<file path="src/rtl/id_ex_stage_if.sv">
// Bundle between the decode stage, the MEM/WB result buses and the ID/EX stage.
// The master drives ID fields and result buses; the slave (the stage) drives EX outputs.
interface id_ex_stage_if #(
    parameter int XLEN = 32,
    parameter int RA_W = 5,
    parameter int FN_W = 5
);
    logic            hold;
    logic            flush;
    logic            id_valid;
    logic [XLEN-1:0] id_pc;
    logic [RA_W-1:0] id_rs1, id_rs2, id_rd;
    logic            id_use_rs1, id_use_rs2;
    logic [XLEN-1:0] id_rs1_data, id_rs2_data;
    logic [XLEN-1:0] id_imm;
    logic            id_op1_sel, id_op2_sel;
    logic [FN_W-1:0] id_alu_fn;
    logic            id_wb_en, id_mem_read, id_mem_write;
    logic            mem_wb_en;
    logic [RA_W-1:0] mem_rd;
    logic [XLEN-1:0] mem_data;
    logic            wb_wb_en;
    logic [RA_W-1:0] wb_rd;
    logic [XLEN-1:0] wb_data;
    logic            stall_req;
    logic            ex_valid;
    logic [XLEN-1:0] ex_pc;
    logic [RA_W-1:0] ex_rd;
    logic            ex_wb_en, ex_mem_read, ex_mem_write;
    logic [FN_W-1:0] alu_fn;
    logic [XLEN-1:0] alu_op1, alu_op2;
    logic [XLEN-1:0] ex_store_data;

    modport master (
        output hold, flush, id_valid, id_pc, id_rs1, id_rs2, id_rd,
               id_use_rs1, id_use_rs2, id_rs1_data, id_rs2_data, id_imm,
               id_op1_sel, id_op2_sel, id_alu_fn, id_wb_en, id_mem_read,
               id_mem_write, mem_wb_en, mem_rd, mem_data, wb_wb_en, wb_rd, wb_data,
        input  stall_req, ex_valid, ex_pc, ex_rd, ex_wb_en, ex_mem_read,
               ex_mem_write, alu_fn, alu_op1, alu_op2, ex_store_data
    );

    modport slave (
        input  hold, flush, id_valid, id_pc, id_rs1, id_rs2, id_rd,
               id_use_rs1, id_use_rs2, id_rs1_data, id_rs2_data, id_imm,
               id_op1_sel, id_op2_sel, id_alu_fn, id_wb_en, id_mem_read,
               id_mem_write, mem_wb_en, mem_rd, mem_data, wb_wb_en, wb_rd, wb_data,
        output stall_req, ex_valid, ex_pc, ex_rd, ex_wb_en, ex_mem_read,
               ex_mem_write, alu_fn, alu_op1, alu_op2, ex_store_data
    );
endinterface

</file>
<file path="src/rtl/id_ex_stage.sv">
// ID/EX pipeline register with load-use bubble insertion and MEM/WB operand forwarding.
// Bubbles and reset share one clear path; ALU operands are selected combinationally.
module id_ex_stage #(
    parameter int              XLEN  = 32,
    parameter int              RA_W  = 5,
    parameter int              FN_W  = 5,
    parameter logic [FN_W-1:0] ALU_X = '1
) (
    input  logic         clk,
    input  logic         rst_n,
    id_ex_stage_if.slave bus
);
    logic            r_valid, r_wb_en, r_mem_read, r_mem_write;
    logic            r_op1_sel, r_op2_sel;
    logic [XLEN-1:0] r_pc, r_imm, r_rs1_data, r_rs2_data;
    logic [RA_W-1:0] r_rd, r_rs1, r_rs2;
    logic [FN_W-1:0] r_alu_fn;

    logic            w_hazard;
    logic [XLEN-1:0] w_cap_rs1, w_cap_rs2;
    logic [XLEN-1:0] w_fwd_rs1, w_fwd_rs2;

    always_comb begin
        w_hazard = r_valid && r_mem_read && (r_rd != '0) && bus.id_valid &&
                   ((bus.id_use_rs1 && (bus.id_rs1 == r_rd)) ||
                    (bus.id_use_rs2 && (bus.id_rs2 == r_rd)));
    end

    assign bus.stall_req = w_hazard && !bus.flush;

    // Register file write in the same cycle as the read would otherwise be lost.
    always_comb begin
        w_cap_rs1 = bus.id_rs1_data;
        w_cap_rs2 = bus.id_rs2_data;
        if (bus.wb_wb_en && (bus.wb_rd != '0) && (bus.wb_rd == bus.id_rs1))
            w_cap_rs1 = bus.wb_data;
        if (bus.wb_wb_en && (bus.wb_rd != '0) && (bus.wb_rd == bus.id_rs2))
            w_cap_rs2 = bus.wb_data;
    end

    always_ff @(posedge clk) begin
        if (!rst_n || (!bus.hold && (bus.flush || w_hazard))) begin
            r_valid     <= 1'b0;
            r_wb_en     <= 1'b0;
            r_mem_read  <= 1'b0;
            r_mem_write <= 1'b0;
            r_op1_sel   <= 1'b0;
            r_op2_sel   <= 1'b0;
            r_pc        <= '0;
            r_imm       <= '0;
            r_rs1_data  <= '0;
            r_rs2_data  <= '0;
            r_rd        <= '0;
            r_rs1       <= '0;
            r_rs2       <= '0;
            r_alu_fn    <= ALU_X;
        end else if (!bus.hold) begin
            r_valid     <= bus.id_valid;
            r_wb_en     <= bus.id_wb_en && bus.id_valid;
            r_mem_read  <= bus.id_mem_read && bus.id_valid;
            r_mem_write <= bus.id_mem_write && bus.id_valid;
            r_op1_sel   <= bus.id_op1_sel;
            r_op2_sel   <= bus.id_op2_sel;
            r_pc        <= bus.id_pc;
            r_imm       <= bus.id_imm;
            r_rs1_data  <= w_cap_rs1;
            r_rs2_data  <= w_cap_rs2;
            r_rd        <= bus.id_rd;
            r_rs1       <= bus.id_rs1;
            r_rs2       <= bus.id_rs2;
            r_alu_fn    <= bus.id_alu_fn;
        end
    end

    // MEM result is younger than WB, so it wins when both target the same register.
    always_comb begin
        w_fwd_rs1 = r_rs1_data;
        if (bus.mem_wb_en && (bus.mem_rd != '0) && (bus.mem_rd == r_rs1))
            w_fwd_rs1 = bus.mem_data;
        else if (bus.wb_wb_en && (bus.wb_rd != '0) && (bus.wb_rd == r_rs1))
            w_fwd_rs1 = bus.wb_data;
    end

    always_comb begin
        w_fwd_rs2 = r_rs2_data;
        if (bus.mem_wb_en && (bus.mem_rd != '0) && (bus.mem_rd == r_rs2))
            w_fwd_rs2 = bus.mem_data;
        else if (bus.wb_wb_en && (bus.wb_rd != '0) && (bus.wb_rd == r_rs2))
            w_fwd_rs2 = bus.wb_data;
    end

    assign bus.alu_op1       = r_op1_sel ? r_pc : w_fwd_rs1;
    assign bus.alu_op2       = r_op2_sel ? r_imm : w_fwd_rs2;
    assign bus.ex_store_data = w_fwd_rs2;

    assign bus.ex_valid     = r_valid;
    assign bus.ex_pc        = r_pc;
    assign bus.ex_rd        = r_rd;
    assign bus.ex_wb_en     = r_wb_en;
    assign bus.ex_mem_read  = r_mem_read;
    assign bus.ex_mem_write = r_mem_write;
    assign bus.alu_fn       = r_alu_fn;
endmodule

</file>
<file path="src/flat_wrapper.sv">
// flat-port wrapper written by rule: the top's interface ports become plain ports
module id_ex_stage_flat 
#(
    parameter int              XLEN  = 32,
    parameter int              RA_W  = 5,
    parameter int              FN_W  = 5,
    parameter logic [FN_W-1:0] ALU_X = '1
)
  (clk, rst_n, bus_hold, bus_flush, bus_id_valid, bus_id_pc, bus_id_rs1, bus_id_rs2, bus_id_rd, bus_id_use_rs1, bus_id_use_rs2, bus_id_rs1_data, bus_id_rs2_data, bus_id_imm, bus_id_op1_sel, bus_id_op2_sel, bus_id_alu_fn, bus_id_wb_en, bus_id_mem_read, bus_id_mem_write, bus_mem_wb_en, bus_mem_rd, bus_mem_data, bus_wb_wb_en, bus_wb_rd, bus_wb_data, bus_stall_req, bus_ex_valid, bus_ex_pc, bus_ex_rd, bus_ex_wb_en, bus_ex_mem_read, bus_ex_mem_write, bus_alu_fn, bus_alu_op1, bus_alu_op2, bus_ex_store_data);
  id_ex_stage_if #(.XLEN(XLEN), .RA_W(RA_W), .FN_W(FN_W)) bus_i ();
  input  logic clk;
  input  logic rst_n;
  input wire logic [$bits(bus_i.hold)-1:0] bus_hold;
  input wire logic [$bits(bus_i.flush)-1:0] bus_flush;
  input wire logic [$bits(bus_i.id_valid)-1:0] bus_id_valid;
  input wire logic [$bits(bus_i.id_pc)-1:0] bus_id_pc;
  input wire logic [$bits(bus_i.id_rs1)-1:0] bus_id_rs1;
  input wire logic [$bits(bus_i.id_rs2)-1:0] bus_id_rs2;
  input wire logic [$bits(bus_i.id_rd)-1:0] bus_id_rd;
  input wire logic [$bits(bus_i.id_use_rs1)-1:0] bus_id_use_rs1;
  input wire logic [$bits(bus_i.id_use_rs2)-1:0] bus_id_use_rs2;
  input wire logic [$bits(bus_i.id_rs1_data)-1:0] bus_id_rs1_data;
  input wire logic [$bits(bus_i.id_rs2_data)-1:0] bus_id_rs2_data;
  input wire logic [$bits(bus_i.id_imm)-1:0] bus_id_imm;
  input wire logic [$bits(bus_i.id_op1_sel)-1:0] bus_id_op1_sel;
  input wire logic [$bits(bus_i.id_op2_sel)-1:0] bus_id_op2_sel;
  input wire logic [$bits(bus_i.id_alu_fn)-1:0] bus_id_alu_fn;
  input wire logic [$bits(bus_i.id_wb_en)-1:0] bus_id_wb_en;
  input wire logic [$bits(bus_i.id_mem_read)-1:0] bus_id_mem_read;
  input wire logic [$bits(bus_i.id_mem_write)-1:0] bus_id_mem_write;
  input wire logic [$bits(bus_i.mem_wb_en)-1:0] bus_mem_wb_en;
  input wire logic [$bits(bus_i.mem_rd)-1:0] bus_mem_rd;
  input wire logic [$bits(bus_i.mem_data)-1:0] bus_mem_data;
  input wire logic [$bits(bus_i.wb_wb_en)-1:0] bus_wb_wb_en;
  input wire logic [$bits(bus_i.wb_rd)-1:0] bus_wb_rd;
  input wire logic [$bits(bus_i.wb_data)-1:0] bus_wb_data;
  output wire logic [$bits(bus_i.stall_req)-1:0] bus_stall_req;
  output wire logic [$bits(bus_i.ex_valid)-1:0] bus_ex_valid;
  output wire logic [$bits(bus_i.ex_pc)-1:0] bus_ex_pc;
  output wire logic [$bits(bus_i.ex_rd)-1:0] bus_ex_rd;
  output wire logic [$bits(bus_i.ex_wb_en)-1:0] bus_ex_wb_en;
  output wire logic [$bits(bus_i.ex_mem_read)-1:0] bus_ex_mem_read;
  output wire logic [$bits(bus_i.ex_mem_write)-1:0] bus_ex_mem_write;
  output wire logic [$bits(bus_i.alu_fn)-1:0] bus_alu_fn;
  output wire logic [$bits(bus_i.alu_op1)-1:0] bus_alu_op1;
  output wire logic [$bits(bus_i.alu_op2)-1:0] bus_alu_op2;
  output wire logic [$bits(bus_i.ex_store_data)-1:0] bus_ex_store_data;
  assign bus_i.hold = bus_hold;
  assign bus_i.flush = bus_flush;
  assign bus_i.id_valid = bus_id_valid;
  assign bus_i.id_pc = bus_id_pc;
  assign bus_i.id_rs1 = bus_id_rs1;
  assign bus_i.id_rs2 = bus_id_rs2;
  assign bus_i.id_rd = bus_id_rd;
  assign bus_i.id_use_rs1 = bus_id_use_rs1;
  assign bus_i.id_use_rs2 = bus_id_use_rs2;
  assign bus_i.id_rs1_data = bus_id_rs1_data;
  assign bus_i.id_rs2_data = bus_id_rs2_data;
  assign bus_i.id_imm = bus_id_imm;
  assign bus_i.id_op1_sel = bus_id_op1_sel;
  assign bus_i.id_op2_sel = bus_id_op2_sel;
  assign bus_i.id_alu_fn = bus_id_alu_fn;
  assign bus_i.id_wb_en = bus_id_wb_en;
  assign bus_i.id_mem_read = bus_id_mem_read;
  assign bus_i.id_mem_write = bus_id_mem_write;
  assign bus_i.mem_wb_en = bus_mem_wb_en;
  assign bus_i.mem_rd = bus_mem_rd;
  assign bus_i.mem_data = bus_mem_data;
  assign bus_i.wb_wb_en = bus_wb_wb_en;
  assign bus_i.wb_rd = bus_wb_rd;
  assign bus_i.wb_data = bus_wb_data;
  assign bus_stall_req = bus_i.stall_req;
  assign bus_ex_valid = bus_i.ex_valid;
  assign bus_ex_pc = bus_i.ex_pc;
  assign bus_ex_rd = bus_i.ex_rd;
  assign bus_ex_wb_en = bus_i.ex_wb_en;
  assign bus_ex_mem_read = bus_i.ex_mem_read;
  assign bus_ex_mem_write = bus_i.ex_mem_write;
  assign bus_alu_fn = bus_i.alu_fn;
  assign bus_alu_op1 = bus_i.alu_op1;
  assign bus_alu_op2 = bus_i.alu_op2;
  assign bus_ex_store_data = bus_i.ex_store_data;
  id_ex_stage #(.XLEN(XLEN), .RA_W(RA_W), .FN_W(FN_W), .ALU_X(ALU_X)) u_core (.clk(clk), .rst_n(rst_n), .bus(bus_i));
endmodule
</file>
<file path="config.mk">
export PLATFORM = sky130hd
export DESIGN_NAME = id_ex_stage_flat
export DESIGN_NICKNAME = d
export VERILOG_FILES = /design/src/rtl/id_ex_stage_if.sv /design/src/rtl/id_ex_stage.sv /design/src/flat_wrapper.sv
export SDC_FILE = /design/constraint.sdc
export NUM_CORES = 1
export LEC_CHECK = 0
export BUFFER_PORTS_ARGS = -buffer_cell sky130_fd_sc_hd__buf_2
export CORE_UTILIZATION = 33
export DETAILED_ROUTE_END_ITERATION = 7
export RECOVER_POWER = 100
export SLEW_MARGIN = 0
export SYNTH_ARGS = -nofsm -noshare
export SYNTH_HDL_FRONTEND = slang
export SYNTH_SLANG_ARGS = --single-unit
export TNS_END_PERCENT = 50
</file>
<file path="constraint.sdc">
create_clock -name clk -period 2.2 [get_ports clk]
set_input_delay 0.33 -clock clk [delete_from_list [all_inputs] [get_ports clk]]
set_output_delay 0.33 -clock clk [all_outputs]
set_load 0.01 [all_outputs]
</file>
==> out/results.ini, run 1 <==
[setup_path]
path_max_fanout=17
worstPathRequired_ns=1.87
cp-end-kind=output pin
critical_path_arrival_ns=2.40
critPathLaunchType=register
path_class=register to output pin

[floorplanning]
num_io_pins=379
core_area_um2=27860
dieArea_um2=29100
start_util_pct=33.67
die_h_um=170.6
die_x_um=170.6
placementRows=61

[global_route]
grt_overflow=0
antenna_found_initial=5
grt_pass1_wl_mm=65.81
grt_usage_pct=29.81
grt_start_max_net_pins=139
grt_pass1_vias=11042

[drt]
vias=11650
drt_first_iter_violations=1166
first_pass_iters=8
drc=0
wire_per_inst_um=23.49
wl_mm=46.10
via_per_inst=5.935
ant_nets=0

[run_status]
outcome=finished, violations left
failed_checks=setup timing

[logic_synthesis]
avgSynthCellArea_um2=8.066
yosysWarnings=0
synth-seq-cells=154
synthCells=1163
seq_area_frac_synth_pct=32.87
ys_types=41
syn_nets=1399
synth_area_um2=9380

[power_and_ir_drop]
finalPower_mw=8.474
powerDensity_nw_per_um2=546.9
vdd_drop_max_mv=0.4245
power.leakage_nw=5.742

[layout]
area_growth_pct=65.20
layout_commonest_cell=buf_2
fin_nets=1804
utilization_pct=55.63
drive_gt1_share_pct=47.12
mostFrequentLayoutCells=buf_2, dfxtp_1, nand2_1

[timing]
setup_violations=97
setup_ws_ns=-0.5262
hold_violations=0
whs_ns=0.1649
relSlewSlack_pct=22.13
period_share_pct=123.9
fin_skew_ns=0.02337
clock.fmax_ghz=0.3668
worstMarginPinSlew_ns=1.159
fin_tns_setup_ns=-41.73
grt_setup_unrepaired=yes
finalMaxSlewViolations=0
period_needed_ns=2.726

[run]
maxCapViolations=0

[clocking]
clk_transition_reported_paths_ns=0.08
cts_tree=yes
root_buffer=clkbuf_16
clk_latency_ns=0.43
cts_buffers=17
cts_sinks=154
htreeDepth=4
cts_hold_buf=0
clockBufferDepth=2

[worst_hold_path]
hold_class=primary input to register

[placed_design]
hpwl_mm=30.19
gp_congestion=0.8153
port_buffers=378
place_ws_ns=-0.5515

worst max-delay path, stage by stage, from the launching register on:
cell,delay (ns)
dfxtp_2,0.39
xnor2_2,0.12
nand4_1,0.16
or3b_4,0.48
buf_12,0.19
a221oi_1,0.36
o31ai_2,0.10
buf_2,0.16
cell type report:
class | count | area, um2
Antenna cell | 4 | 10.01
Clock buffer | 19 | 442.9
Clock inverter | 13 | 132.6
Fill cell | 2508 | 12360
Inverter | 3 | 13.76
Multi-Input combinational cell | 862 | 7356
Sequential cell | 154 | 3115
Tap cell | 378 | 473.0
Timing Repair Buffer | 530 | 3953
registers in the layout, summed over array words and instances (netlist names):
signal and cells:
u_core.bus.alu_fn 5, u_core.bus.ex_mem_read 1, u_core.bus.ex_mem_write 1, u_core.bus.ex_pc 32, u_core.bus.ex_rd 5, u_core.bus.ex_valid 1
u_core.bus.ex_wb_en 1, u_core.r_imm 32, u_core.r_op1_sel 1, u_core.r_op2_sel 1, u_core.r_rs1 5, u_core.r_rs1_data 32
u_core.r_rs2 5, u_core.r_rs2_data 32
stage by stage:
stage	std cells	area (um2)
detailed placement	1884	12690
global route	1961	15490
floorplan	1163	9718
finish	1963	15500
CTS	1940	14720
global placement	1884	12690
routing by layer:
metal | up-vias | wire, um | track usage, %
met5 | - | 13 | 0
met4 | 2 | 1319 | 11.32
met3 | 89 | 3994 | 6.593
met2 | 663 | 21930 | 49.48
met1 | 5654 | 18850 | 37.51
li1 | 5242 | - | -
cells by family after synthesis:
kind of cell | after synthesis | share of synthesized area (%)
XOR/XNOR | 40 | 3.735
flip-flops | 154 | 32.87
AO/OA/AOI/OAI | 380 | 28.04
buffers and inverters | 148 | 6.589
multiplexers | 96 | 10.67
AND/OR/NAND/NOR | 345 | 18.10
Yosys cell counts (all sizes together):
cell type,count,area (um2)
nor4,34,242.7
or3,2,12.51
clkinv,2,7.510
and3,1,6.260
o211ai,84,630.6
dfxtp,154,3083
a211oi,5,37.54
a221oi,32,280.3
mux2i,64,640.6
xnor2,36,315.3
inv,1,3.750
a21oi,86,430.4
o22a,1,8.760
nor2b,1,6.260
o21a,1,7.510
nand2,123,461.7
nand4,35,219.0
o21ai,9,60.06
a31oi,32,200.2
clkbuf,121,454.2
or4,2,18.77
nand3,70,350.3
nor2,40,150.1
o31ai,128,960.9
a21boi,1,7.510
o22ai,1,6.260
and2,33,206.5
nor3,3,15.01
buf,24,152.7
xor2,4,35.03
or3b,1,8.760
mux2,32,360.3
power breakdown:
part	switching [mW]	leakage, nW	total, mW	internal [mW]
clock network	1.40	0.281	3.02	1.63
registers	0.139	1.27	3.07	2.93
logic	1.26	4.19	2.39	1.13
worst paths after layout:
| kind | endpoint | depth (start not counted) | slack (ns) | from |
|---|---|---|---|---|
| max | bus_alu_op1[13] | 7 | -0.53 | u_core.r_rs1[4] |
| min | u_core.bus.ex_rd[0] | 3 | 0.16 | bus_id_rd[0] |
| max reg2reg | u_core.r_rs1_data[10] | 6 | 0.28 | u_core.bus.ex_rd[0] |
| min reg2reg | u_core.r_imm[26] | 2 | 0.46 | u_core.r_imm[26] |
timing repair:
| item | in CTS | in global routing |
|---|---|---|
| buffers inserted | 19 | 18 |
| pin swaps | 65 | 51 |
| setup endpoints to repair | 97 | 110 |
| cloned | 6 | 4 |
| gates resized for setup | 196 | 92 |
No activity file was read; power rests on OpenSTA's default activity.
==> inputs of run 2 (changes only) <==
--- a/config.mk
+++ b/config.mk
@@ -8,6 +8,7 @@
 export BUFFER_PORTS_ARGS = -buffer_cell sky130_fd_sc_hd__buf_2
 export CORE_UTILIZATION = 33
 export DETAILED_ROUTE_END_ITERATION = 7
+export GPL_TIMING_DRIVEN = 0
 export RECOVER_POWER = 100
 export SLEW_MARGIN = 0
 export SYNTH_ARGS = -nofsm -noshare
==> out/results.ini, run 2 (synthesized netlist as in run 1, its figures left out) <==
[run_status]
outcome=finished, violations left
failed_checks=setup timing

[floorplanning]
num_io_pins=379
placementRows=61
die_x_um=170.6
die_h_um=170.6
start_util_pct=33.67
core_area_um2=27860
dieArea_um2=29100

[layout]
fin_nets=1839
mostFrequentLayoutCells=buf_2, dfxtp_1, nand2_1
final_cell_count_no_fill=1998
area_growth_pct=68.32
layout_commonest_cell=buf_2
drive_gt1_share_pct=45.54

[global_route]
grt_pass1_vias=11502
antenna_found_initial=5
grt_overflow=0
grt_pass1_wl_mm=70.12
grt_start_max_net_pins=17
grt_usage_pct=32.55

[power_and_ir_drop]
powerDensity_nw_per_um2=542.3
p_sw_share_pct=33.51
switching_power_mw=2.869
p_clk_share_pct=36.2
seqPwrFrac_pct=35.8
pwr-share-comb_pct=28.0
vdd_drop_max_mv=0.5545
power.leakage_nw=5.682
p_int_mw=5.692
finalPower_mw=8.562

[timing]
setup_ws_ns=-0.5754
relSlewSlack_pct=28.56
worstMarginPinSlew_ns=1.072
hold_violations=0
period_share_pct=126.2
clock.fmax_ghz=0.3603
period_needed_ns=2.775
whs_ns=0.1597
fin_tns_setup_ns=-46.44
fin_skew_ns=0.01955
grt_setup_unrepaired=yes
setup_violations=110
finalMaxSlewViolations=0

[worst_hold_path]
holdPathEnd=u_core.bus.alu_fn[4]
min_path_cells=3
holdCritStartpoint=bus_id_alu_fn[4]
hold_class=primary input to register

[clocking]
cts_sinks=154
cts_hold_buf=0
clk_transition_reported_paths_ns=0.07
cts_buffers=17
clk_latency_ns=0.44
clockBufferDepth=2
cts_tree=yes
htreeDepth=4
root_buffer=clkbuf_16

[placed_design]
place_ws_ns=-1.349
gp_congestion=0.9161
port_buffers=373
hpwl_mm=35.15
placed_cells=1914

[setup_path]
regToRegSetupSlack_ns=-0.03
critical_path_arrival_ns=2.45
crit_start=u_core.r_rs2[1]
r2r_cells=7
worstPathRequired_ns=1.87
reg2reg_to=u_core.r_rs2_data[31]
timing.rr.start=u_core.bus.ex_rd[0]
critPathLaunchType=register
path_class=register to output pin
cp-end-kind=output pin
path_max_fanout=10

[drt]
first_pass_iters=6
wire_per_inst_um=25.04
ant_nets=0
drt_first_iter_violations=1099
dr_wl_met3_mm=4.039
wl_met1_mm=20.38
via_per_inst=5.886
vias=11760
wl_met2_mm=24.28
dr.max_layer_used=met5
wl_mm=50.03
drc=0

[run]
maxCapViolations=0

==> run 2: cell types whose count changed in the layout (fill, tap and decap cells not counted), moves of 15 or more <==
cell	delta
clkbuf_1	+76
buf_4	-42
buf_12	-26
nor4_4	+19
a221oi_4	+15
clkbuf_2	+15
nor4_1	-15
==> run 2: worst max path at each step <==
stage                      end  slack, ns  cells after the start
2_1_floorplan  bus_alu_op2[11]      -0.22                      7
3_3_place_gp   bus_alu_op1[11]      -1.33                      9
3_5_place_dp   bus_alu_op1[11]      -1.35                      9
4_1_cts         bus_alu_op2[1]      -0.50                      7
5_1_grt        bus_alu_op1[11]      -0.63                      8
6_report       bus_alu_op2[18]      -0.58                      8
==> run 2: cell type report <==
| class | count | area (um2) |
|---|---|---|
| Timing Repair Buffer | 426 | 2605 |
| Tap cell | 378 | 473.0 |
| Clock buffer | 20 | 446.7 |
| Buffer | 140 | 1010 |
| Sequential cell | 154 | 3127 |
| Multi-Input combinational cell | 861 | 7963 |
| Antenna cell | 4 | 10.01 |
| Inverter | 3 | 16.27 |
| Clock inverter | 12 | 138.9 |
| Fill cell | 2547 | 12070 |
==> run 2: layer usage <==
metal / up-vias / GRT usage (%)
li1: 5314 / -
met1: 5697 / 40.47
met2: 662 / 55.46
met3: 85 / 7.125
met4: 2 / 10.65
met5: - / 0
==> run 2: metrics by stage <==
step / utilization (%) / area, um2
2_1_floorplan: - / 9718
3_3_place_gp: 43.28 / 12060
3_5_place_dp: 43.28 / 12060
4_1_cts: 52.46 / 14610
5_1_grt: 56.67 / 15790
6_report: 56.68 / 15790
==> run 2: worst max-delay path, stage by stage, from the launching register on <==
cell     delay (ns)
dfxtp_4        0.39
xnor2_4        0.21
nand2_4        0.15
or3_4          0.41
buf_12         0.16
buf_12         0.16
a31oi_4        0.22
mux2_4         0.18
buf_4          0.12
==> run 2: power by group through the flow <==
stage          sequential (mW)  clock (mW)  combinational (mW)
3_3_place_gp              3.09           0                1.72
3_5_place_dp              3.09           0                1.74
5_1_grt                   3.08        3.21                2.52
6_report                  3.07        3.10                2.40
4_1_cts                   3.05        3.09                2.09
2_1_floorplan             3.08           0               0.936
==> run 2: repair_timing <==
item / in CTS / in global routing
gates cloned: 2 / 4
pin swaps: 45 / 36
resized for setup: 328 / 176
endpoints found under the setup margin: 246 / 167
buffers inserted: 37 / 10
